--- src/rtl/axis_fifo_buffer.sv ---
// AXI-Stream FIFO: DEPTH-beat circular RAM plus a registered output stage.
// Optional store-and-forward mode releases a packet only once its tlast beat is held.
module axis_fifo_buffer #(
  parameter int DATA_WIDTH  = 32,
  parameter int DEPTH       = 16,
  parameter int PACKET_MODE = 0
) (
  input  logic                    clk,
  input  logic                    rst,
  input  logic [DATA_WIDTH-1:0]   up_tdata,
  input  logic                    up_tlast,
  input  logic                    up_tvalid,
  output logic                    up_tready,
  output logic [DATA_WIDTH-1:0]   dn_tdata,
  output logic                    dn_tlast,
  output logic                    dn_tvalid,
  input  logic                    dn_tready,
  output logic [$clog2(DEPTH):0]  count,
  output logic [$clog2(DEPTH):0]  pkt_count
);
  localparam int AW = $clog2(DEPTH);
  localparam int CW = AW + 1;

  typedef struct packed {
    logic                  last;
    logic [DATA_WIDTH-1:0] data;
  } beat_t;

  typedef enum logic {IDLE, STREAM} state_t;

  beat_t         mem [DEPTH];
  logic [AW-1:0] wr_ptr, rd_ptr;
  logic [CW-1:0] ram_cnt;
  logic [CW-1:0] stored_pkts;
  logic          rst_q;
  state_t        st, st_nxt;
  beat_t         up_beat, head;
  logic          push, pop, full, ram_empty, avail;
  logic          release_new, may_load, load, ram_wr, ram_rd;

  assign full      = (count == CW'(DEPTH));
  assign up_tready = !rst_q && !full;
  assign push      = up_tvalid && up_tready;
  assign pop       = dn_tvalid && dn_tready;

  assign up_beat   = '{last: up_tlast, data: up_tdata};
  assign ram_empty = (ram_cnt == '0);
  // With an empty RAM the incoming beat bypasses straight into the output stage.
  assign head      = ram_empty ? up_beat : mem[rd_ptr];
  assign avail     = !ram_empty || push;

  // Complete packets behind the output stage; a finished packet sitting in the
  // output register does not count towards releasing the next one.
  assign stored_pkts = pkt_count - CW'(dn_tvalid && dn_tlast);
  // Full with no complete packet means the packet exceeds DEPTH: fall back to cut-through.
  assign release_new = (stored_pkts != '0) || (push && up_tlast) || full;

  assign may_load = (PACKET_MODE == 0) || release_new ||
                    ((st == STREAM) && !(dn_tvalid && dn_tlast));
  assign load     = (!dn_tvalid || pop) && avail && may_load;
  assign ram_rd   = load && !ram_empty;
  assign ram_wr   = push && !(load && ram_empty);

  always_comb begin
    st_nxt = st;
    if (load)
      st_nxt = STREAM;
    else if (pop && dn_tlast)
      st_nxt = IDLE;
  end

  always_ff @(posedge clk) begin
    rst_q <= rst;
    if (rst) begin
      wr_ptr    <= '0;
      rd_ptr    <= '0;
      ram_cnt   <= '0;
      count     <= '0;
      pkt_count <= '0;
      dn_tvalid <= 1'b0;
      dn_tdata  <= '0;
      dn_tlast  <= 1'b0;
      st        <= IDLE;
    end else begin
      if (ram_wr) wr_ptr <= wr_ptr + 1'b1;
      if (ram_rd) rd_ptr <= rd_ptr + 1'b1;
      ram_cnt   <= ram_cnt + CW'(ram_wr) - CW'(ram_rd);
      count     <= count + CW'(push) - CW'(pop);
      pkt_count <= pkt_count + CW'(push && up_tlast) - CW'(pop && dn_tlast);
      if (load) begin
        dn_tvalid <= 1'b1;
        dn_tdata  <= head.data;
        dn_tlast  <= head.last;
      end else if (pop) begin
        dn_tvalid <= 1'b0;
      end
      st <= st_nxt;
    end
  end

  always_ff @(posedge clk) begin
    if (ram_wr) mem[wr_ptr] <= up_beat;
  end

endmodule

--- config.mk ---
export PLATFORM = sky130hd
export DESIGN_NAME = axis_fifo_buffer
export DESIGN_NICKNAME = d
export VERILOG_FILES = /design/src/rtl/axis_fifo_buffer.sv
export SDC_FILE = /design/constraint.sdc
export NUM_CORES = 1
export LEC_CHECK = 0
export CORE_MARGIN = 2
export CORE_UTILIZATION = 45
export DETAILED_ROUTE_END_ITERATION = 16
export GPL_ROUTABILITY_DRIVEN = 1
export MAX_ROUTING_LAYER = met4
export PLACE_DENSITY_LB_ADDON = 0.12
export SLEW_MARGIN = 20
export SYNTH_ARGS = -nofsm -noshare
export SYNTH_HDL_FRONTEND = slang
export SYNTH_SLANG_ARGS = --single-unit
export TNS_END_PERCENT = 30
--- constraint.sdc ---
create_clock -name clk -period 5.7 [get_ports clk]
set_input_delay 1.14 -clock clk [delete_from_list [all_inputs] [get_ports clk]]
set_output_delay 1.14 -clock clk [all_outputs]
set_load 0.01 [all_outputs]
==> results of run 1 <==
[worst max-delay path, delay by kind of cell]
family	cells	cell delay [ps]
fa+ha+maj	3	950
buf+inv	3	650
compound gates	3	910
simple gates	3	690
[state kept, by name, summed over array words and instances, names as in the netlist, named ones only]
signal     count
wr_ptr         4
ram_cnt        5
count          5
dn_tvalid      1
rd_ptr         4
rst_q          1
dn_tdata      32
pkt_count      5
dn_tlast       1
mem          528
[routing by layer]
layer,up-vias,global-route usage (%),part of all wire [%]
met5,-,-,0
met1,6120,30.72,45
li1,4955,-,-
met4,0,5.786,1.5
met2,287,34.21,48
met3,55,3.396,4.7
[Yosys cell counts, drive strengths merged]
cell type / instances
a2111oi: 1
a21o: 4
a21oi: 13
a31oi: 1
a41oi: 1
and2: 1
and3: 1
buf: 37
clkbuf: 29
dfxtp: 62
edfxtp: 528
fa: 3
ha: 22
inv: 22
mux2: 65
mux2i: 3
mux4: 130
nand2: 10
nand2b: 4
nand3: 7
nand4: 1
nand4b: 1
nand4bb: 1
nor2: 29
nor2b: 8
nor3: 69
nor4: 33
nor4b: 1
nor4bb: 1
o21ai: 5
o22ai: 32
o31a: 1
or3: 6
or3b: 1
or4b: 1
xnor2: 9
xor2: 5
[report_power, final]
| part | switching [mW] | total [mW] | internal (mW) |
|---|---|---|---|
| clock | 1.66 | 4.10 | 2.44 |
| combinational | 1.41 | 2.71 | 1.30 |
| sequential | 0.226 | 5.18 | 4.95 |
[cells in the final DEF (no fill, tap or decap), drive strengths merged, types with 2 or more instances in the layout]
cell type / synthesis / final
inv: 22 / 24
edfxtp: 528 / 528
xor2: 5 / 5
clkbuf: 29 / 95
nor2b: 8 / 8
mux2: 65 / 65
dfxtp: 62 / 62
or3: 6 / 6
nand2: 10 / 10
clkinv: 0 / 21
nor2: 29 / 29
bufinv: 0 / 2
buf: 37 / 33
o21ai: 5 / 5
mux4: 130 / 130
ha: 22 / 22
a21oi: 13 / 13
nand3: 7 / 7
nor3: 69 / 69
nor4: 33 / 33
fa: 3 / 3
nand2b: 4 / 4
clkdlybuf4s50: 0 / 80
mux2i: 3 / 3
o22ai: 32 / 32
a21o: 4 / 4
xnor2: 9 / 9
[how the worst max path moves through the flow]
stage,from,endpoint,slack [ps],cells after the start
global route,dn_tready,ram_cnt[4],1730,12
floorplan,dn_tready,mem[0][0],930,4
detailed placement,dn_tready,ram_cnt[4],1280,12
global placement,dn_tready,ram_cnt[4],1250,12
finish,dn_tready,ram_cnt[4],1860,12
CTS,dn_tready,ram_cnt[4],1880,12
[layout make-up]
class	instances	area [um^2]	area share [%]
clock inverter	26	180.2	0.6637
tap	680	850.8	3.134
multi-input combinational	470	5862	21.59
inverter	22	82.58	0.3042
timing repair buffer	113	1139	4.194
sequential	590	17110	63.02
clock buffer	95	1927	7.097
[cells by family (layout without fill, tap and decap cells)]
logic type                 after synthesis  count (layout)  share of synthesized area, %
DFF                                    590             590                         73.52
muxes                                  198             198                         15.87
and+or+nand+nor                        175             175                         4.950
buffers and inverters                   88             256                         1.856
AOI/OAI and AO/OA                       58              58                         1.840
adders and majority gates               25              25                         1.442
xor gates and xnor gates                14              14                        0.5273
[stage by stage]
| stage | util (%) | hold WS (ps) | cell area, um^2 | power (mW) | setup WS (ps) |
|---|---|---|---|---|---|
| 6_report | 53.03 | 515.0 | 27150 | 11.99 | 1861 |
| 3_5_place_dp | 48.86 | 501.6 | 25010 | 8.031 | 1278 |
| 3_3_place_gp | 48.80 | 502.0 | 24990 | 8.012 | 1249 |
| 2_1_floorplan | - | 481.7 | 23250 | 6.998 | 925.5 |
| 5_1_grt | 53.03 | 551.9 | 27150 | 12.53 | 1730 |
| 4_1_cts | 52.97 | 514.9 | 27120 | 12.16 | 1884 |
==> results.md, run 1 <==
Run status:
- The flow ran to the end, and the final reports show no timing, DRC or antenna violations.

Route:
- The via density per instance is approximately 5.7.
- The number of vias after detailed routing is between 10000 and 15000.
- The first TritonRoute pass finished after 5 iterations.
- The count of antenna-violating nets left after detailed routing is 0.
- The number of DRC violations after detailed routing is 0.
- The routed length per placed instance is 27.83 um.
- The number of DRC violations after detailed-routing iteration 0 is between 900 and 1000.
- The total wirelength of the detailed-routed design is 55550 um.

Clocking:
- Buffers added to address setup during post-CTS repair amount to 0.
- The post-cts hold buffer count is 0.
- The clock tree from TritonCTS is built.
- The clock latency of the later-clocked register in the worst-skew pair is between 500 and 600 ps.
- The clock-pin slew on the worst setup and hold paths is 50 ps.
- The maximum buffer depth of the clock tree is 3.
- The H-tree depth reported by CTS is 3.
- The number of gates resized after cts is 0.
- The clock buffer count from CTS is 66.
- The root buffer cell is sky130_fd_sc_hd__clkbuf_16.
- The clock sink count is 590.

Critical path:
- The critical path startpoint category is a primary input.
- Walking the worst path, the cells encountered are clkdlybuf4s50_1, nand2b_1, a2111oi_4, inv_2, ha_1, inv_1, ha_1, fa_1, a21oi_1, nor2_1, or3_1, a21oi_1.
- The endpoint identified for the worst register-to-register timing path is ram_cnt[4].
- The worst endpoint required time is 6200 ps.
- The worst setup path is of the in2reg kind.
- The critical register-to-register path startpoint is count[2].
- The worst-case reg-to-reg path depth is 13.
- The slowest stage of the critical path belongs to the cell sky130_fd_sc_hd__a2111oi_4.
- The data arrival time of the critical path is 4340 ps.
- The endpoint kind of the worst setup timing path is a flip-flop.
- The critical path's largest stage delay is around 630 ps.
- The setup slack of the worst register-to-register path is between 2000 and 2500 ps.
- The highest net fanout along the worst path is 7.

Global route:
- Entering global routing, the biggest net connects 63 pins.
- The first global-routing pass estimated just over 80000 um of wire.
- The number of antenna violations at the first check in global routing is 1.
- The via count of the first global-routing pass is 11900.
- Global routing consumed, over all layers together, around 22% of the routing resources.
- The total grt overflow is 0.

Final layout:
- The number of filler instances in the final layout is slightly above 4000.
- Of the cells placed in the final design, the portion with a size suffix greater than 1 is 29.86%.
- The final-stage net count is approximately 1300.
- Compared with the post-synthesis result, the final layout area differs by 16.74%.
- The number of antenna cells inserted is 0.
- Excluding fillers, the count of instances in the completed layout stands at ~2000.

Yosys:
- Synthesis produced a netlist with a net count of around 1200.
- The Yosys step of the flow raised 0 warnings.
- For this run, the register share of the synthesized area comes to approximately 74%.
- The post-synthesis instance area is about 0.023 mm^2.
- Of all cell types, the one taking the most synthesized area is sky130_fd_sc_hd__edfxtp_1.
- Counting distinct cell types in the post-synthesis netlist gives 44.
- The cell count after synthesis came out at around 1100.
- By area the synthesized netlist is led by sky130_fd_sc_hd__edfxtp_1 (68%), sky130_fd_sc_hd__mux4_2 (13%), sky130_fd_sc_hd__dfxtp_1 (5.3%), sky130_fd_sc_hd__mux2_2 (3.1%), sky130_fd_sc_hd__nor4_2 (1.7%).
- Counting flops and latches in the post-synthesis netlist gives a little under 600.
- Dividing the synthesized area by the synthesized cell count gives 20.26 um^2.
- The area share of the leading cell type in the synthesized netlist is 68.18%.

Timing:
- Setup repair after global routing left no endpoint under its margin.
- The number of hold-slack violations in the final timing report is 0.
- Adding up every negative setup slack in the final design gives 0 ps.
- Headroom to the max-slew limit came out at between 30% and 40%.
- The slew at the pin closest to its max-slew limit is between 1000 and 1500 ps.
- The final worst clock skew is 20.75 ps.
- Setup violations remaining at the end of the flow were counted as 0.
- The final max-slew violation count is 0.
- The routed design could run at a clock period as short as approximately 3800 ps.
- Timing would allow up to around 260 MHz.
- The worst path uses slightly below 70% of the clock period.

Die:
- The floorplan row count is 83.
- The die span in x is roughly 230 um.
- The area inside the core boundary is between 0.05 and 0.06 mm^2.
- The die boundary height is roughly 230 um.
- The top-level I/O count is 82.
- The die outline area is 0.05351 mm^2.
- The initial cell density of the core is a little under half.

Placed design:
- The number of placed cells counting well taps is 1874.
- Input and output buffers added on the ports amount to between 80 and 90.
- Routability-driven placement finished with a final weighted congestion of ~0.77.
- The sum of net half-perimeters after detailed placement is 32880 um.

Power:
- Summed over all cells, the static leakage comes to 8.431 nW.
- For this design the ratio of total power to cell area is ~440 mW/mm^2.
- VDD sags by at most 0.2473 mV.

Worst hold path:
- The start point of the worst hold path is rd_ptr[3].
- In this run the worst hold path is classified as reg2reg.
- The number of cells on the worst hold path is 2.

Job:
- The tool flagged a number of max-cap violations equal to 0.
Note: power is estimated with default switching activity, not from simulation.
==> run 2, diff against run 1 <==
==> constraint.sdc (replaced) <==
create_clock -name clk -period 3.1 [get_ports clk]
set_input_delay 0.62 -clock clk [delete_from_list [all_inputs] [get_ports clk]]
set_output_delay 0.62 -clock clk [all_outputs]
set_load 0.01 [all_outputs]
==> results.md, run 2 (synthesized netlist as in run 1, its figures left out) <==
Run status:
- Status: finished, final reports clean (unchanged).

Critical path:
- The critical setup path kind is reg2reg (was in2reg).
- The worst endpoint required time is 3640 ps (was 6200 ps).
- The highest net fanout along the worst path is 3 (was 7).
- The data arrival time of the critical path is 3480 ps (was 4340 ps).
- The critical path startpoint category is a flip-flop (was primary input).
- The endpoint kind of the worst setup timing path is a flip-flop (unchanged).

Placed design:
- The port buffer count is 81 (unchanged).
- The weighted congestion at the end of routability-driven global placement is 0.7142 (was 0.7676).
- The setup slack after placement is -291.8 ps (was 1278 ps).
- The number of placed cells counting well taps is 1910 (was 1874).
- The sum of net half-perimeters after detailed placement is 29840 um (was 32880 um).

Timing:
- The worst hold-check slack came to 519.8 ps (was 515.0 ps).
- The final max-slew violation count came to 0 (unchanged).
- Based on the critical path, the design can be clocked at up to around 340 MHz.
- The shortest period the worst path allows is around 2900 ps.
- The number of hold-slack violations in the final timing report is 0 (unchanged).
- The number of setup violations in the final report is 0 (unchanged).
- The portion of the clock cycle consumed by the worst path in the final layout is 94.70%.
- The final critical-path setup slack is 164.2 ps (was 1861 ps).
- Setup repair after global routing missed its margin: no (unchanged).
- The final worst clock skew is 14.13 ps (was 20.75 ps).
- The normalized max-slew margin is 52.35% (was 31.14%).
- The slew at the pin closest to its max-slew limit is 714.8 ps (was 1033 ps).

Clocking:
- The post-cts hold buffer count is 0 (unchanged).
- The clock latency of the later-clocked register in the worst-skew pair is 610 ps (was 590 ps).
- The clock sink count is 590 (unchanged).
- The clock tree from TritonCTS is built (unchanged).
- The maximum buffer depth of the clock tree came to 3 (unchanged).
- The clock buffer count from CTS is 60 (was 66).
- The root buffer cell was sky130_fd_sc_hd__clkbuf_16 (unchanged).
- The clock-pin slew on the worst setup and hold paths is 60 ps (was 50 ps).
- The H-tree depth reported by CTS is 2 (was 3).

Final layout:
- The most common library cell in the layout ignoring fill and taps is sky130_fd_sc_hd__edfxtp_1 (unchanged).
- The final-stage net count is 1357 (was 1325).
- The post-route non-filler standard cell count was 2025 (was 1996).
- The register bank with the most flops is mem (unchanged).
- The share of post-route cells with drive strength above 1 is 31.62% (was 29.86%).
- Largest registers: mem: 528 flops, dn_tdata: 32 flops (unchanged).
- Commonest non-fill, non-tap cells in the layout: sky130_fd_sc_hd__edfxtp_1 (528), sky130_fd_sc_hd__mux4_2 (130), sky130_fd_sc_hd__clkdlybuf4s50_1 (80), sky130_fd_sc_hd__mux2_2 (65), sky130_fd_sc_hd__nor3_1 (65) (was sky130_fd_sc_hd__edfxtp_1 (528), sky130_fd_sc_hd__mux4_2 (130), sky130_fd_sc_hd__clkdlybuf4s50_1 (80), sky130_fd_sc_hd__clkbuf_16 (71)).
- The final standard cell utilization of the core is 54.20% (was 53.03%).
- The flip-flop count of the largest register after layout is 528 (unchanged).
- The area overhead of the layout relative to synthesis came to 19.34% (was 16.74%).

Route:
- The number of DRC violations after detailed-routing iteration 0 is 955 (was 962).
- The total wirelength of the detailed-routed design was 52810 um (was 55550 um).
- The first-pass iteration count of the detailed router was 5 (unchanged).
- The number of vias after detailed routing is 11510 (was 11420).
- The routed length per placed instance is 26.08 um (was 27.83 um).
- The number of DRC violations after detailed routing is 0 (unchanged).
- The count of antenna-violating nets left after detailed routing was 0 (unchanged).
- The via density per instance is 5.681 (was 5.720).

Die:
- The area inside the core boundary is 0.05120 mm^2 (unchanged).
- The die outline area came to 0.05351 mm^2 (unchanged).
- The floorplan row count is 83 (unchanged).
- The die span in x is 231.3 um (unchanged).
- The top-level I/O count is 82 (unchanged).
- The die boundary height is 231.3 um (unchanged).
- The initial cell density of the core was 45.42% (unchanged).

Global route:
- The via count of the first global-routing pass is 11970 (was 11900).
- The largest net degree at the start of global routing was 43 (was 63).
- The number of antenna violations at the first check in global routing is 1 (unchanged).
- The total grt overflow is 0 (unchanged).
- The overall global routing resource usage came to 20.89% (was 22.04%).
- The met1 routing resource usage after global routing was 29.61% (was 30.72%).
- The most congested layer reported by global routing is met2 (unchanged).
- The wire length of the first global-routing pass is 79020 um (was 81770 um).
- The met3 track demand over resource is 3.199% (was 3.396%).
- The met2 usage in global routing was 32.18% (was 34.21%).

Power:
- The overall power after layout came to 21.82 mW (was 11.99 mW).
- The maximum VDD drop is 0.4958 mV (was 0.2473 mV).
- The leakage power was 8.616 nW (was 8.431 nW).
- The power density relative to cell area is 786.4 mW/mm^2 (was 441.8 mW/mm^2).

Job:
- The max capacitance violation total is 0 (unchanged).

Worst hold path:
- The type of the most critical hold path is in2reg (was reg2reg).
## run 2: cell count changes in the layout (fill, tap and decap cells not counted), sizes merged, moves of 2 or more
cell      previous run  this run
buf                 33        71
bufinv               2         8
clkbuf              95        78
clkinvlp             1         3
inv                 24        22
## run 2: critical path, stage by stage, from the launching register on
cell and delay, ps:
sky130_fd_sc_hd__dfxtp_1 330, sky130_fd_sc_hd__inv_1 60, sky130_fd_sc_hd__ha_1 210, sky130_fd_sc_hd__nor4b_4 130, sky130_fd_sc_hd__buf_4 160, sky130_fd_sc_hd__a2111oi_4 330, sky130_fd_sc_hd__inv_2 70, sky130_fd_sc_hd__ha_1 280
sky130_fd_sc_hd__inv_1 40, sky130_fd_sc_hd__ha_2 180, sky130_fd_sc_hd__fa_2 360, sky130_fd_sc_hd__a21oi_1 140, sky130_fd_sc_hd__nor2_1 60, sky130_fd_sc_hd__or3_1 370, sky130_fd_sc_hd__a21oi_2 140
## run 2: what timing repair did
item                                    4_1_cts  5_1_grt
endpoints found under the setup margin        0        1
gates resized for setup                       0        5
endpoints found under the hold margin         0        0
buffers inserted                              0        3
## run 2: layout make-up
type	count	area (um^2)
diodes	1	2.502
multi-input cells	470	5896
well taps	680	850.8
flip-flops and latches	590	17110
clock inverters	33	365.4
fillers	3944	23450
inverters	22	82.58
repair buffers	151	1834
clock buffers	78	1610
## run 2: path summary, 6_finish.rpt
kind                            startpoint  slack, ps  cells past startpoint      endpoint
worst min register to register   wr_ptr[1]        520                      2     wr_ptr[1]
worst max register to register  ram_cnt[2]        160                     14    ram_cnt[4]
worst max-delay path            ram_cnt[2]        160                     14    ram_cnt[4]
worst min-delay path                   rst        520                      2  dn_tdata[16]
## run 2: metal layers
| metal | wire [um] | vias up |
|---|---|---|
| li1 | - | 5019 |
| met1 | 24010 | 6141 |
| met2 | 25320 | 294 |
| met3 | 2704 | 51 |
| met4 | 776 | 0 |
| met5 | 0 | - |
## run 2: power by group
| group | switching [mW] | internal [mW] | total, mW |
|---|---|---|---|
| sequential | 0.383 | 9.11 | 9.49 |
| clock | 2.93 | 4.31 | 7.23 |
| combinational | 2.50 | 2.60 | 5.10 |
| total | 5.81 | 16.0 | 21.8 |
## run 2: per-stage QoR
stage	instance area (um^2)	setup TNS, ps
finish	27750	0
global route	27750	0
CTS	27720	0
detailed placement	25740	-295.6
global placement	25740	-247.6
floorplan	23270	-125720
==> run 3, diff against run 2 <==
--- a/config.mk
+++ b/config.mk
@@ -5,10 +5,10 @@
 export SDC_FILE = /design/constraint.sdc
 export NUM_CORES = 1
 export LEC_CHECK = 0
+export CORE_ASPECT_RATIO = 0.5
 export CORE_MARGIN = 2
 export CORE_UTILIZATION = 45
 export DETAILED_ROUTE_END_ITERATION = 16
-export GPL_ROUTABILITY_DRIVEN = 1
 export MAX_ROUTING_LAYER = met4
 export PLACE_DENSITY_LB_ADDON = 0.12
 export SLEW_MARGIN = 20
==> results.md, run 3 (synthesized netlist as in run 1, its figures left out) <==
Run status:
- Status: finished, final reports clean (unchanged).

Final layout:
- The cell area after layout is 0.02725 mm^2 (was 0.02775 mm^2).
- The flip-flop count of the largest register after layout is 528 (unchanged).
- The total area of multi-input combinational cells is 0.005891 mm^2 (was 0.005896 mm^2).
- The post-route non-filler standard cell count is 2020 (was 2025).
- The number of filler instances in the final layout was 3926 (was 3944).
- The register bank with the most flops was mem (unchanged).
- The final-stage net count is 1347 (was 1357).
- The area taken by flip-flops and latches is 0.01711 mm^2 (unchanged).
- The area overhead of the layout relative to synthesis is 17.18% (was 19.34%).
- Commonest non-fill, non-tap cells in the layout: sky130_fd_sc_hd__edfxtp_1 (528), sky130_fd_sc_hd__mux4_2 (130), sky130_fd_sc_hd__clkdlybuf4s50_1 (80), sky130_fd_sc_hd__mux2_2 (65), sky130_fd_sc_hd__nor3_1 (65) (unchanged).
- The most common library cell in the layout ignoring fill and taps was sky130_fd_sc_hd__edfxtp_1 (unchanged).
- The share of post-route cells with drive strength above 1 was 30.60% (was 31.62%).
- The final standard cell utilization of the core is 53.80% (was 54.20%).
- The number of antenna cells inserted is 0 (was 1).
- Largest registers: mem: 528 flops, dn_tdata: 32 flops (unchanged).

Route:
- The via density per instance is 5.717 (was 5.681).
- The total wirelength of the detailed-routed design is 53260 um (was 52810 um).
- The first-pass iteration count of the detailed router was 4 (was 5).
- The number of DRC violations after detailed routing is 0 (unchanged).
- The count of antenna-violating nets left after detailed routing is 0 (unchanged).
- The number of vias after detailed routing is 11550 (was 11510).
- The routed length per placed instance came to 26.37 um (was 26.08 um).
- The number of DRC violations after detailed-routing iteration 0 is 916 (was 955).

Critical path:
- The worst path buffer plus inverter count is 3 (was 4).
- The worst endpoint required time is 3620 ps (was 3640 ps).
- The critical path's largest stage delay came to 400 ps (was 370 ps).
- The critical path startpoint category is a flip-flop (unchanged).
- The data arrival time of the critical path is 3420 ps (was 3480 ps).
- The most common cell type on the critical path is sky130_fd_sc_hd__ha_1.
- Critical path cell sequence: inv_1, ha_1, nor4b_4, a2111oi_4, inv_2, ha_1, inv_1, ha_1, fa_2, a21oi_2, nor2_1, or3_1, a21oi_1 (was inv_1, ha_1, nor4b_4, buf_4, a2111oi_4, inv_2, ha_1, inv_1, ha_2, fa_2, a21oi_1, nor2_1, or3_1, a21oi_2).
- The endpoint kind of the worst setup timing path was a flip-flop (unchanged).
- The critical setup path kind is reg2reg (unchanged).
- The highest net fanout along the worst path is 2 (was 3).
- The cell type of the slowest stage on the worst timing path is sky130_fd_sc_hd__fa_2 (was sky130_fd_sc_hd__or3_1).
- The dominant delay contributor by cell family on the critical path is adder cells (unchanged).

Global route:
- The wire length of the first global-routing pass came to 78780 um (was 79020 um).
- The largest net degree at the start of global routing was 47 (was 43).
- The overall global routing resource usage is 20.83% (was 20.89%).
- The total grt overflow is 0 (unchanged).
- The number of antenna violations at the first check in global routing is 0 (was 1).
- The via count of the first global-routing pass is 11780 (was 11970).

Timing:
- The final worst clock skew is 32.46 ps (was 14.13 ps).
- The final max-slew violation count is 0 (unchanged).
- The portion of the clock cycle consumed by the worst path in the final layout is 93.47% (was 94.70%).
- The shortest period the worst path allows is 2898 ps (was 2936 ps).
- The slew at the pin closest to its max-slew limit is 711.1 ps (was 714.8 ps).
- The normalized max-slew margin is 52.59% (was 52.35%).
- The maximum clock rate is 345.1 MHz (was 340.6 MHz).
- The number of hold-slack violations in the final timing report came to 0 (unchanged).
- Setup repair after global routing missed its margin: no (unchanged).
- The number of setup violations in the final report is 0 (unchanged).
- The worst hold-check slack is 529.0 ps (was 519.8 ps).

Clocking:
- The root buffer cell is sky130_fd_sc_hd__clkbuf_16 (unchanged).
- The clock sink count came to 590 (unchanged).
- The maximum buffer depth of the clock tree is 3 (unchanged).
- The clock-pin slew on the worst setup and hold paths is 70 ps (was 60 ps).
- The post-CTS setup-driven buffer insertion count was 0 (unchanged).
- The clock buffer count from CTS is 53 (was 60).
- The clock tree from TritonCTS is built (unchanged).
- The H-tree depth reported by CTS is 2 (unchanged).
- The clock latency of the later-clocked register in the worst-skew pair came to 600 ps (was 610 ps).

Placed design:
- The sum of net half-perimeters after detailed placement is 30940 um (was 29840 um).
- The weighted congestion at the end of routability-driven global placement came to 0.7662 (was 0.7142).
- The port buffer count was 81 (unchanged).
- The post-place instance area is 0.02558 mm^2 (was 0.02574 mm^2).
- The number of placed cells counting well taps was 1920 (was 1910).

Worst hold path:
- The type of the most critical hold path is reg2reg (was in2reg).

Power:
- The power dissipated by switching net loads was 5.736 mW (was 5.813 mW).
- The internal power of the cells came to 15.10 mW (was 16.01 mW).
- The leakage power is 8.403 nW (was 8.616 nW).
- The overall power after layout is 20.84 mW (was 21.82 mW).
- The fraction of power consumed by combinational cells is 24.1% (was 23.4%).
- The maximum VDD drop was 0.4319 mV (was 0.4958 mV).
- The sequential cell fraction of total power is 45.5% (was 43.5%).
- The power density relative to cell area is 764.7 mW/mm^2 (was 786.4 mW/mm^2).
- The share of power burned in the clock network is 30.4% (was 33.1%).
- The share of total power consumed by net switching came to 27.53% (was 26.63%).

Die:
- The initial cell density of the core is 45.91% (was 45.42%).
- The die boundary height is 164.7 um (was 231.3 um).
- The die span in x is 325.5 um (was 231.3 um).
- The area inside the core boundary came to 0.05065 mm^2 (was 0.05120 mm^2).
- The floorplan row count is 58 (was 83).
- The die outline area came to 0.05362 mm^2 (was 0.05351 mm^2).
- The top-level I/O count came to 82 (unchanged).

Job:
- The max capacitance violation total came to 0 (unchanged).
==> run 3: final timing paths <==
path                                  from          to  slack [ps]  cells past startpoint
worst max-delay path            ram_cnt[2]  ram_cnt[4]         200                     13
worst min-delay path             wr_ptr[1]   wr_ptr[1]         530                      2
worst max register to register  ram_cnt[2]  ram_cnt[4]         200                     13
worst min register to register   wr_ptr[1]   wr_ptr[1]         530                      2
==> run 3: metal layers <==
layer	up-vias	part of all wire [%]	GRT usage [%]
li1	4985	-	-
met1	6198	47	30.00
met2	284	47	31.76
met3	82	4.7	3.027
met4	0	2.1	4.943
met5	-	0	-
==> run 3: repair_timing <==
item,in CTS,in global routing
hold buffers,0,0
endpoints found under the setup margin,0,1
gates resized for setup,0,4
==> run 3: worst min-delay path: cells and delay by family, from the launching register on <==
kind | cells | cell delay, ps
flops | 1 | 350
compound gates | 1 | 60
simple gates | 1 | 70
==> run 3: power groups by stage <==
stage          clock (mW)  sequential, mW  combinational, mW
2_1_floorplan           0            9.60               3.27
3_3_place_gp            0            9.64               5.00
3_5_place_dp            0            9.67               5.06
4_1_cts              6.48            9.50               5.09
5_1_grt              6.79            9.54               5.43
6_report             6.33            9.48               5.02
==> run 3: cell type report <==
class / count / area share, %
clock inverters: 15 / 0.4729
well taps: 690 / 3.168
multi-input cells: 470 / 21.62
repair buffers: 148 / 6.043
flip-flops and latches: 590 / 62.79
clock buffers: 85 / 5.606
inverters: 22 / 0.3030
==> run 3: per-stage QoR <==
step                      TNS (ps)  worst slack [ps]
after floorplan            -125720            -275.5
after global placement      -295.1            -295.1
after detailed placement    -326.3            -325.3
after CTS                        0             61.60
after global routing             0             2.862
final                            0             202.3
